$ cat config.mk
export PLATFORM = sky130hd
export DESIGN_NAME = path_replay_ctrl_flat
export DESIGN_NICKNAME = d
export VERILOG_FILES = /design/src/rtl/path_replay_ctrl_if.sv /design/src/rtl/path_replay_ctrl.sv /design/src/flat_wrapper.sv
export SDC_FILE = /design/constraint.sdc
export NUM_CORES = 1
export LEC_CHECK = 0
export BUFFER_PORTS_ARGS = -buffer_cell sky130_fd_sc_hd__buf_4
export CAP_MARGIN = 10
export CORE_MARGIN = 3
export CORE_UTILIZATION = 25
export DETAILED_ROUTE_END_ITERATION = 8
export PLACE_DENSITY = 0.53
export SYNTH_ARGS = -nofsm -noshare
export SYNTH_HDL_FRONTEND = slang
export SYNTH_SLANG_ARGS = --single-unit
$ cat constraint.sdc
create_clock -name clk -period 4.1 [get_ports clk]
set_clock_uncertainty 0.15 [all_clocks]
set_input_delay 0.205 -clock clk [delete_from_list [all_inputs] [get_ports clk]]
set_output_delay 0.205 -clock clk [all_outputs]
set_load 0.02 [all_outputs]
$ cat src/rtl/path_replay_ctrl_if.sv
// Stack read port, replay request/status and motion handshake of the path replay controller.
interface path_replay_ctrl_if #(
  parameter int unsigned AW = 8
);
  logic          run;
  logic          solved;
  logic [AW:0]   stkCnt;
  logic [AW-1:0] stkRdAddr;
  logic [1:0]    stkData;
  logic          move;
  logic [1:0]    dir;
  logic          mvReady;
  logic [7:0]    loc;
  logic          busy;
  logic          finished;
  logic          err;

  // Controller side
  modport master (
    input  run, solved, stkCnt, stkData, mvReady,
    output stkRdAddr, move, dir, loc, busy, finished, err
  );

  // Solver / stack / motion side
  modport slave (
    output run, solved, stkCnt, stkData, mvReady,
    input  stkRdAddr, move, dir, loc, busy, finished, err
  );
endinterface

$ cat src/rtl/path_replay_ctrl.sv
// Replays the solved path: walks the backtrack stack bottom-up, offers one
// direction per step over move/mvReady, tracks the rat on the 16x16 grid and
// flags off-grid steps or a walk that does not end on the goal cell.
module path_replay_ctrl #(
  parameter int unsigned AW        = 8,
  parameter logic [7:0]  START_LOC = 8'h00,
  parameter logic [7:0]  GOAL_LOC  = 8'hFF
) (
  input  logic               clk,
  input  logic               rst,
  path_replay_ctrl_if.master bus
);

  localparam int unsigned CW = AW + 1;

  localparam logic [1:0] DIR_UP    = 2'b00;
  localparam logic [1:0] DIR_RIGHT = 2'b01;
  localparam logic [1:0] DIR_DOWN  = 2'b10;
  localparam logic [1:0] DIR_LEFT  = 2'b11;

  typedef enum logic [2:0] {
    ST_IDLE  = 3'd0,
    ST_FETCH = 3'd1,
    ST_CAPT  = 3'd2,
    ST_OFFER = 3'd3,
    ST_CHECK = 3'd4,
    ST_FAIL  = 3'd5
  } state_t;

  state_t        r_state;
  logic [CW-1:0] r_idx;
  logic [CW-1:0] r_cnt;
  logic [AW-1:0] r_addr;
  logic [1:0]    r_dir;
  logic          r_move;
  logic [7:0]    r_loc;
  logic          r_busy;
  logic          r_fin;
  logic          r_err;

  state_t        w_nxt_state;
  logic [CW-1:0] w_nxt_idx;
  logic [CW-1:0] w_nxt_cnt;
  logic [AW-1:0] w_nxt_addr;
  logic [1:0]    w_nxt_dir;
  logic          w_nxt_move;
  logic [7:0]    w_nxt_loc;
  logic          w_nxt_fin;
  logic          w_nxt_err;

  logic [CW-1:0] w_idx_inc;
  logic          w_off_grid;
  logic [7:0]    w_loc_step;

  // Index is AW+1 bits wide so a full stack (2^AW entries) terminates without wrap.
  assign w_idx_inc = r_idx + CW'(1);

  // Bounds check of the freshly read stack entry against the current cell.
  always_comb begin
    w_off_grid = 1'b0;
    case (bus.stkData)
      DIR_UP:    w_off_grid = (r_loc[7:4] == 4'd0);
      DIR_RIGHT: w_off_grid = (r_loc[3:0] == 4'd15);
      DIR_DOWN:  w_off_grid = (r_loc[7:4] == 4'd15);
      DIR_LEFT:  w_off_grid = (r_loc[3:0] == 4'd0);
      default:   w_off_grid = 1'b0;
    endcase
  end

  // Cell reached by taking the offered step; bounds were checked in CAPT.
  always_comb begin
    w_loc_step = r_loc;
    case (r_dir)
      DIR_UP:    w_loc_step[7:4] = r_loc[7:4] - 4'd1;
      DIR_RIGHT: w_loc_step[3:0] = r_loc[3:0] + 4'd1;
      DIR_DOWN:  w_loc_step[7:4] = r_loc[7:4] + 4'd1;
      DIR_LEFT:  w_loc_step[3:0] = r_loc[3:0] - 4'd1;
      default:   w_loc_step      = r_loc;
    endcase
  end

  // Next-state and next-output logic; all outputs are registered from these.
  always_comb begin
    w_nxt_state = r_state;
    w_nxt_idx   = r_idx;
    w_nxt_cnt   = r_cnt;
    w_nxt_addr  = r_addr;
    w_nxt_dir   = r_dir;
    w_nxt_move  = 1'b0;
    w_nxt_loc   = r_loc;
    w_nxt_fin   = 1'b0;
    w_nxt_err   = r_err;

    case (r_state)
      ST_IDLE: begin
        if (bus.run && bus.solved) begin
          w_nxt_cnt  = bus.stkCnt;
          w_nxt_idx  = '0;
          w_nxt_addr = '0;
          w_nxt_loc  = START_LOC;
          w_nxt_err  = 1'b0;
          w_nxt_state = (bus.stkCnt == '0) ? ST_CHECK : ST_FETCH;
        end
      end

      // Read address was loaded on entry, data arrives for CAPT.
      ST_FETCH: begin
        w_nxt_state = ST_CAPT;
      end

      ST_CAPT: begin
        w_nxt_dir = bus.stkData;
        if (w_off_grid) begin
          w_nxt_err   = 1'b1;
          w_nxt_state = ST_FAIL;
        end else begin
          w_nxt_move  = 1'b1;
          w_nxt_state = ST_OFFER;
        end
      end

      ST_OFFER: begin
        if (r_move && bus.mvReady) begin
          w_nxt_loc   = w_loc_step;
          w_nxt_idx   = w_idx_inc;
          w_nxt_addr  = w_idx_inc[AW-1:0];
          w_nxt_state = (w_idx_inc == r_cnt) ? ST_CHECK : ST_FETCH;
        end else begin
          w_nxt_move = 1'b1;
        end
      end

      ST_CHECK: begin
        if (r_loc == GOAL_LOC) begin
          w_nxt_fin   = 1'b1;
          w_nxt_state = ST_IDLE;
        end else begin
          w_nxt_err   = 1'b1;
          w_nxt_state = ST_FAIL;
        end
      end

      ST_FAIL: begin
        w_nxt_err   = 1'b1;
        w_nxt_state = ST_IDLE;
      end

      default: begin
        w_nxt_state = ST_IDLE;
      end
    endcase
  end

  // State and output registers with synchronous reset.
  always_ff @(posedge clk) begin
    if (rst) begin
      r_state <= ST_IDLE;
      r_idx   <= '0;
      r_cnt   <= '0;
      r_addr  <= '0;
      r_dir   <= 2'b00;
      r_move  <= 1'b0;
      r_loc   <= START_LOC;
      r_busy  <= 1'b0;
      r_fin   <= 1'b0;
      r_err   <= 1'b0;
    end else begin
      r_state <= w_nxt_state;
      r_idx   <= w_nxt_idx;
      r_cnt   <= w_nxt_cnt;
      r_addr  <= w_nxt_addr;
      r_dir   <= w_nxt_dir;
      r_move  <= w_nxt_move;
      r_loc   <= w_nxt_loc;
      r_busy  <= (w_nxt_state != ST_IDLE);
      r_fin   <= w_nxt_fin;
      r_err   <= w_nxt_err;
    end
  end

  assign bus.stkRdAddr = r_addr;
  assign bus.move      = r_move;
  assign bus.dir       = r_dir;
  assign bus.loc       = r_loc;
  assign bus.busy      = r_busy;
  assign bus.finished  = r_fin;
  assign bus.err       = r_err;

endmodule

$ cat src/flat_wrapper.sv
// flat-port wrapper written by rule: the top's interface ports become plain ports
module path_replay_ctrl_flat 
#(
  parameter int unsigned AW        = 8,
  parameter logic [7:0]  START_LOC = 8'h00,
  parameter logic [7:0]  GOAL_LOC  = 8'hFF
)
  (clk, rst, bus_run, bus_solved, bus_stkCnt, bus_stkData, bus_mvReady, bus_stkRdAddr, bus_move, bus_dir, bus_loc, bus_busy, bus_finished, bus_err);
  path_replay_ctrl_if #(.AW(AW)) bus_i ();
  input  logic clk;
  input  logic rst;
  input wire logic [$bits(bus_i.run)-1:0] bus_run;
  input wire logic [$bits(bus_i.solved)-1:0] bus_solved;
  input wire logic [$bits(bus_i.stkCnt)-1:0] bus_stkCnt;
  input wire logic [$bits(bus_i.stkData)-1:0] bus_stkData;
  input wire logic [$bits(bus_i.mvReady)-1:0] bus_mvReady;
  output wire logic [$bits(bus_i.stkRdAddr)-1:0] bus_stkRdAddr;
  output wire logic [$bits(bus_i.move)-1:0] bus_move;
  output wire logic [$bits(bus_i.dir)-1:0] bus_dir;
  output wire logic [$bits(bus_i.loc)-1:0] bus_loc;
  output wire logic [$bits(bus_i.busy)-1:0] bus_busy;
  output wire logic [$bits(bus_i.finished)-1:0] bus_finished;
  output wire logic [$bits(bus_i.err)-1:0] bus_err;
  assign bus_i.run = bus_run;
  assign bus_i.solved = bus_solved;
  assign bus_i.stkCnt = bus_stkCnt;
  assign bus_i.stkData = bus_stkData;
  assign bus_i.mvReady = bus_mvReady;
  assign bus_stkRdAddr = bus_i.stkRdAddr;
  assign bus_move = bus_i.move;
  assign bus_dir = bus_i.dir;
  assign bus_loc = bus_i.loc;
  assign bus_busy = bus_i.busy;
  assign bus_finished = bus_i.finished;
  assign bus_err = bus_i.err;
  path_replay_ctrl #(.AW(AW), .START_LOC(START_LOC), .GOAL_LOC(GOAL_LOC)) u_core (.clk(clk), .rst(rst), .bus(bus_i));
endmodule
==> results.json, run 1 <==
{
  "regArea_um2": 701,
  "finalCritPeriodShare": 0.536,
  "numCtsBuffers": 5,
  "synthCells": 257,
  "grt_pass1_wl_mm": 8.82,
  "critPathKind": "reg -> reg",
  "synth_simple_gate_area_share": 0.254,
  "ioPinCount": 38,
  "top_layer": "met4",
  "slowest_delay_ps": 480,
  "max-cap-violations": 0,
  "die_x_um": 96.9,
  "wl_met3_um": 183,
  "grtUsageTotal": 0.112,
  "start_util": 0.262,
  "yosys_warnings": 0,
  "setup_viol": 0,
  "synth_top_cell_by_area": "dfxtp_1",
  "rr_startpoint": "u_core.bus.stkRdAddr[0]$_SDFFE_PP0P_",
  "clock_latency_ps": 290,
  "finalMaxSlewViolations": 0,
  "synth-edff-count": 0,
  "status": "finished clean",
  "syn_nets": 283,
  "end_kind": "register",
  "hold_path_class": "in -> reg",
  "final_common_cell": "buf_4",
  "worstSetupStartpointType": "register",
  "cts_hold_buf": 0,
  "yosys-top-cells-area": "dfxtp_1, a21oi_1, nand2_1",
  "clockBufferDepth": 2,
  "reg2reg_slack_ps": 1900,
  "die_h_um": 96.9,
  "max_freq_ghz": 0.455,
  "routed_wl_mm": 5.18,
  "netlist.area_leader.share": 0.339,
  "postSynthAreaPerCell_um2": 8.04,
  "wire_per_inst_um": 13.5,
  "synthMuxAreaShare": 0.00484,
  "synth_fa_ha_area_frac": 0.0678,
  "antenna_found_initial": 0,
  "crit_path_cell_trace": "ha_1 > and3_1 > a31oi_1 > nand4b_1 > nor4_2 > o21ai_0",
  "core_area_um2": 7890,
  "final_layout_size_suffix_gt1_frac": 0.171,
  "overflow": 0,
  "multiInputGateArea_um2": 1200,
  "clk_pin_slew_ps": 80,
  "clock-root-buffer": "clkbuf_8",
  "ys_ff_latch": 35,
  "crit_slowest_cell": "dfxtp_1",
  "io_buffer_count": 37,
  "fin_nets": 306,
  "num_vias": 1868,
  "drc": 0,
  "drtPass1Iterations": 4,
  "drtIter0Drc": 85,
  "async_flop_share": 0,
  "dp_hpwl_mm": 3.86,
  "p_leak_nw": 0.944,
  "routedLengthMet1_mm": 2.74,
  "critPathMaxFanout": 8,
  "reg2reg_to": "u_core.r_state[0]$_SDFF_PP0_",
  "synth_top_family_by_area": "simple AND/OR/NAND/NOR gates",
  "place.gp.congestion": 0.798,
  "ir_worst_vdd_uv": 133,
  "detail-route-antenna-nets": 0,
  "die_area_um2": 9400,
  "worstHoldStart": "bus_stkCnt[7]",
  "hold-worst-slack_ps": 27.1,
  "diodes": 0,
  "synth_area_um2": 2070,
  "numClockSinks": 35,
  "grt_pass1_vias": 1793,
  "crit_arrival_ps": 2210,
  "fin_crit_ps": 2200,
  "synth_xor_area_frac": 0.0720,
  "timing.slew.headroom": 0.569,
  "postCtsSetupRepairBufs": 0,
  "whs_endpoint": "u_core.r_cnt[7]$_SDFFE_PP0P_",
  "cts_max_level": 2,
  "power_density_nw_per_um2": 296,
  "fin_tns_setup_ps": 0,
  "ys_seq_area_frac": 0.339,
  "ys_types": 51,
  "r2r_cells": 6,
  "cts_tree": "built",
  "worstHoldPathCells": 3,
  "grt_setup_unrepaired": "false",
  "required_ps": 4110,
  "tightest_slew_ps": 643,
  "wl_met2_mm": 2.22,
  "hold_viol": 0,
  "fillers": 854,
  "cts_resized": 0,
  "synth_compound_area_frac": 0.183,
  "grt_max_degree": 37,
  "viasPerCell": 4.88,
  "synthFlopType": "dfxtp_1",
  "final_cell_mix": "buf_4, dfxtp_1, nand2_1",
  "rows": 32,
  "syn2layout_area_growth_pct": 17.9
}
[worst max path at each step]
stage                                          from                              to  slack, ps  depth (start not counted)
4_1_cts        u_core.bus.stkRdAddr[0]$_SDFFE_PP0P_    u_core.r_state[0]$_SDFF_PP0_       1910                          6
6_report       u_core.bus.stkRdAddr[0]$_SDFFE_PP0P_    u_core.r_state[0]$_SDFF_PP0_       1900                          6
2_1_floorplan        u_core.bus.dir[0]$_SDFFE_PP0P_  u_core.bus.loc[3]$_SDFFE_PP0P_       1920                          9
5_1_grt        u_core.bus.stkRdAddr[0]$_SDFFE_PP0P_    u_core.r_state[0]$_SDFF_PP0_       1710                          6
3_5_place_dp   u_core.bus.stkRdAddr[0]$_SDFFE_PP0P_    u_core.r_state[0]$_SDFF_PP0_       1940                          6
3_3_place_gp   u_core.bus.stkRdAddr[0]$_SDFFE_PP0P_    u_core.r_state[0]$_SDFF_PP0_       1920                          6
[logic make-up (layout without fill, tap and decap cells)]
logic type                 count (synthesis)  count (layout)
AOI/OAI and AO/OA                         62              62
and+or+nand+nor                          103             103
xor gates and xnor gates                  17              17
buffers and inverters                     29              53
DFF                                       35              35
muxes                                      1               1
adders and majority gates                 10              10
[per-layer routing]
layer	global-route usage	vias to the layer above
li1	-	948
met1	0.165	871
met2	0.163	47
met3	0.0224	2
met4	0.0356	0
met5	0	-
[flip-flops by register name, indices dropped and copies added (netlist names)]
| register | count |
|---|---|
| u_core.bus.move | 1 |
| u_core.bus.dir | 2 |
| u_core.r_state | 3 |
| u_core.bus.finished | 1 |
| u_core.bus.busy | 1 |
| u_core.bus.err | 1 |
| u_core.r_idx | 2 |
| u_core.bus.stkRdAddr | 7 |
| u_core.r_cnt | 9 |
| u_core.bus.loc | 8 |
[Yosys cell counts, types with 8 or more instances]
cell type,number
a21oi_1,28
buf_4,9
nand2_1,30
ha_1,8
nand3_1,9
xnor2_1,9
dfxtp_1,35
inv_1,8
o21ai_0,12
xor2_1,8
nor2_1,23
[power by group]
group,leakage (nW),switching (mW),total [mW],internal [mW]
registers,0.283,0.0104,0.361,0.351
logic,0.609,0.0476,0.0825,0.0349
clock network,0.0515,0.125,0.278,0.153
[layout make-up]
cell class / count / area share
tap: 102 / 0.0524
multi-input combinational: 193 / 0.493
sequential: 35 / 0.287
clock buffer: 8 / 0.0411
timing repair buffer: 37 / 0.114
inverter: 8 / 0.0123
[critical path: cells and delay by family (launching register included)]
family                     cells  cell delay, ps
and+or+nand+nor                3             890
DFF                            1             480
adders and majority gates      1             300
AOI/OAI and AO/OA              2             250
[stage by stage]
step / instances / total power [mW] / cell area [um^2] / util / setup slack [ps]
2_1_floorplan: 257 / 0.420 / 2070 / - / 1920
3_3_place_gp: 375 / 0.451 / 2340 / 0.296 / 1920
3_5_place_dp: 375 / 0.452 / 2340 / 0.296 / 1940
4_1_cts: 383 / 0.731 / 2440 / 0.309 / 1910
5_1_grt: 383 / 0.754 / 2440 / 0.309 / 1710
6_report: 383 / 0.722 / 2440 / 0.309 / 1900
Power figures use the tool's default switching activity.
==> run 2, diff against run 1 <==
- clock period: 4.1 -> 2.1 ns (I/O delays scaled with it)
==> run 2 against run 1 <==
Compared with the run above: sequential share of layout area is 2.0 points lower; critical endpoint is now u_core.bus.loc[7]$_SDFFE_PP0P_; combinational power increased by 140%; utilization is 2.4 points higher; critical path depth grew 1.
==> results.json, run 2 (synthesized netlist as in run 1, its figures left out) <==
{
  "detail-route-antenna-nets": 0,
  "regMostFlops": "u_core.r_cnt",
  "timing.slew.headroom": 0.699,
  "finalCritPeriodShare": 0.923,
  "cts_tree": "built",
  "finalMaxSlewViolations": 0,
  "drc": 0,
  "tightest_slew_ps": 446,
  "die_area_um2": 9400,
  "finalInstanceArea_um2": 2630,
  "syn2layout_area_growth_pct": 27.2,
  "core_area_um2": 7890,
  "diodes": 0,
  "max-cap-violations": 0,
  "drtIter0Drc": 82,
  "rows": 32,
  "dpl-instance-area_um2": 2430,
  "clock-root-buffer": "clkbuf_8",
  "worstSetupStartpointType": "register",
  "viasPerCell": 4.75,
  "grt_max_degree": 37,
  "grt_setup_unrepaired": "true",
  "setup_viol": 0,
  "routed_wl_mm": 5.40,
  "critical_path.top_delay_family": "compound AO/OA/AOI/OAI gates",
  "hold-worst-slack_ps": 73.3,
  "io_buffer_count": 37,
  "place.gp.congestion": 0.752,
  "dp_hpwl_mm": 4.00,
  "critPathKind": "reg -> reg",
  "fin_nets": 329,
  "numClockSinks": 35,
  "postCtsSetupRepairBufs": 0,
  "p_leak_nw": 1.05,
  "status": "finished clean",
  "max_freq_ghz": 0.516,
  "largest_reg_flops": 9,
  "grt_pass1_wl_mm": 9.43,
  "required_ps": 2170,
  "critPathMaxFanout": 6,
  "slowest_delay_ps": 350,
  "clockBufferDepth": 2,
  "wire_per_inst_um": 13.3,
  "hold_viol": 0,
  "clock_latency_ps": 290,
  "final_layout_size_suffix_gt1_frac": 0.217,
  "fin_crit_ps": 1940,
  "fin_cells": 406,
  "die_h_um": 96.9,
  "cts_max_level": 2,
  "crit_arrival_ps": 2000,
  "end_kind": "register",
  "grt_pass1_vias": 1906,
  "crit_buf_inv": 0,
  "hold_path_class": "in -> reg",
  "crit_path_cell_trace": "nand2b_2 > ha_1 > a21o_1 > a21oi_1 > xor2_1 > o31a_1 > nor3_1",
  "num_vias": 1930,
  "utilization": 0.333,
  "die_x_um": 96.9,
  "clk_pin_slew_ps": 80,
  "drtPass1Iterations": 4,
  "overflow": 0,
  "grtUsageTotal": 0.119,
  "ioPinCount": 38,
  "crit_slowest_cell": "dfxtp_2",
  "ir_worst_vdd_uv": 209,
  "final_cell_mix": "buf_4, dfxtp_1, nand2_1",
  "antenna_found_initial": 0,
  "dp_cells": 387,
  "numCtsBuffers": 5,
  "power_density_nw_per_um2": 527,
  "start_util": 0.262,
  "final_common_cell": "buf_4"
}
## run 2: path summary, 6_finish.rpt
check	endpoint	startpoint	cells after the start	slack [ps]
worst min-delay path	u_core.bus.loc[6]$_SDFFE_PP0P_	rst	2	70
worst min register to register	u_core.r_cnt[5]$_SDFFE_PP0P_	u_core.r_cnt[5]$_SDFFE_PP0P_	2	320
worst max register to register	u_core.bus.loc[7]$_SDFFE_PP0P_	u_core.bus.dir[0]$_SDFFE_PP0P_	7	160
worst max-delay path	u_core.bus.loc[7]$_SDFFE_PP0P_	u_core.bus.dir[0]$_SDFFE_PP0P_	7	160
## run 2: worst reg2reg max path: stages, from the launching register on
cell	delay [ps]
dfxtp_2	350
nand2b_2	220
ha_1	290
a21o_1	170
a21oi_1	170
xor2_1	110
o31a_1	240
nor3_1	160
## run 2: metal layers
metal,vias to the layer above,global-route usage,share of wire
li1,999,-,-
met1,881,0.167,0.50
met2,44,0.183,0.44
met3,6,0.0245,0.038
met4,0,0.0389,0.013
met5,-,0,0
## run 2: per-stage QoR
| step | setup TNS [ps] | power, mW | setup WS (ps) |
|---|---|---|---|
| floorplan | 0 | 0.820 | 4.64 |
| global placement | 0 | 0.895 | 200 |
| detailed placement | 0 | 0.897 | 116 |
| CTS | 0 | 1.41 | 103 |
| global route | -2.53 | 1.45 | -2.53 |
| finish | 0 | 1.39 | 162 |
## run 2: cell type report
type | count | area, um^2
Clock buffer | 5 | 68.8
Clock inverter | 3 | 15.0
Timing Repair Buffer | 60 | 478
Multi-Input combinational cell | 193 | 1200
Fill cell | 870 | 5260
Tap cell | 102 | 128
Sequential cell | 35 | 704
Inverter | 8 | 30.0
## run 2: repair_timing
item                                    4_1_cts  5_1_grt
hold buffers                                 11        0
endpoints found under the setup margin        0        4
resized for setup                             0        5
hold endpoints to repair                     11        0
## run 2: where the power goes
part / switching (mW) / leakage, nW / total [mW] / internal (mW)
Combinational: 0.101 / 0.716 / 0.194 / 0.0932
Clock: 0.263 / 0.0477 / 0.490 / 0.227
Sequential: 0.0175 / 0.285 / 0.702 / 0.685
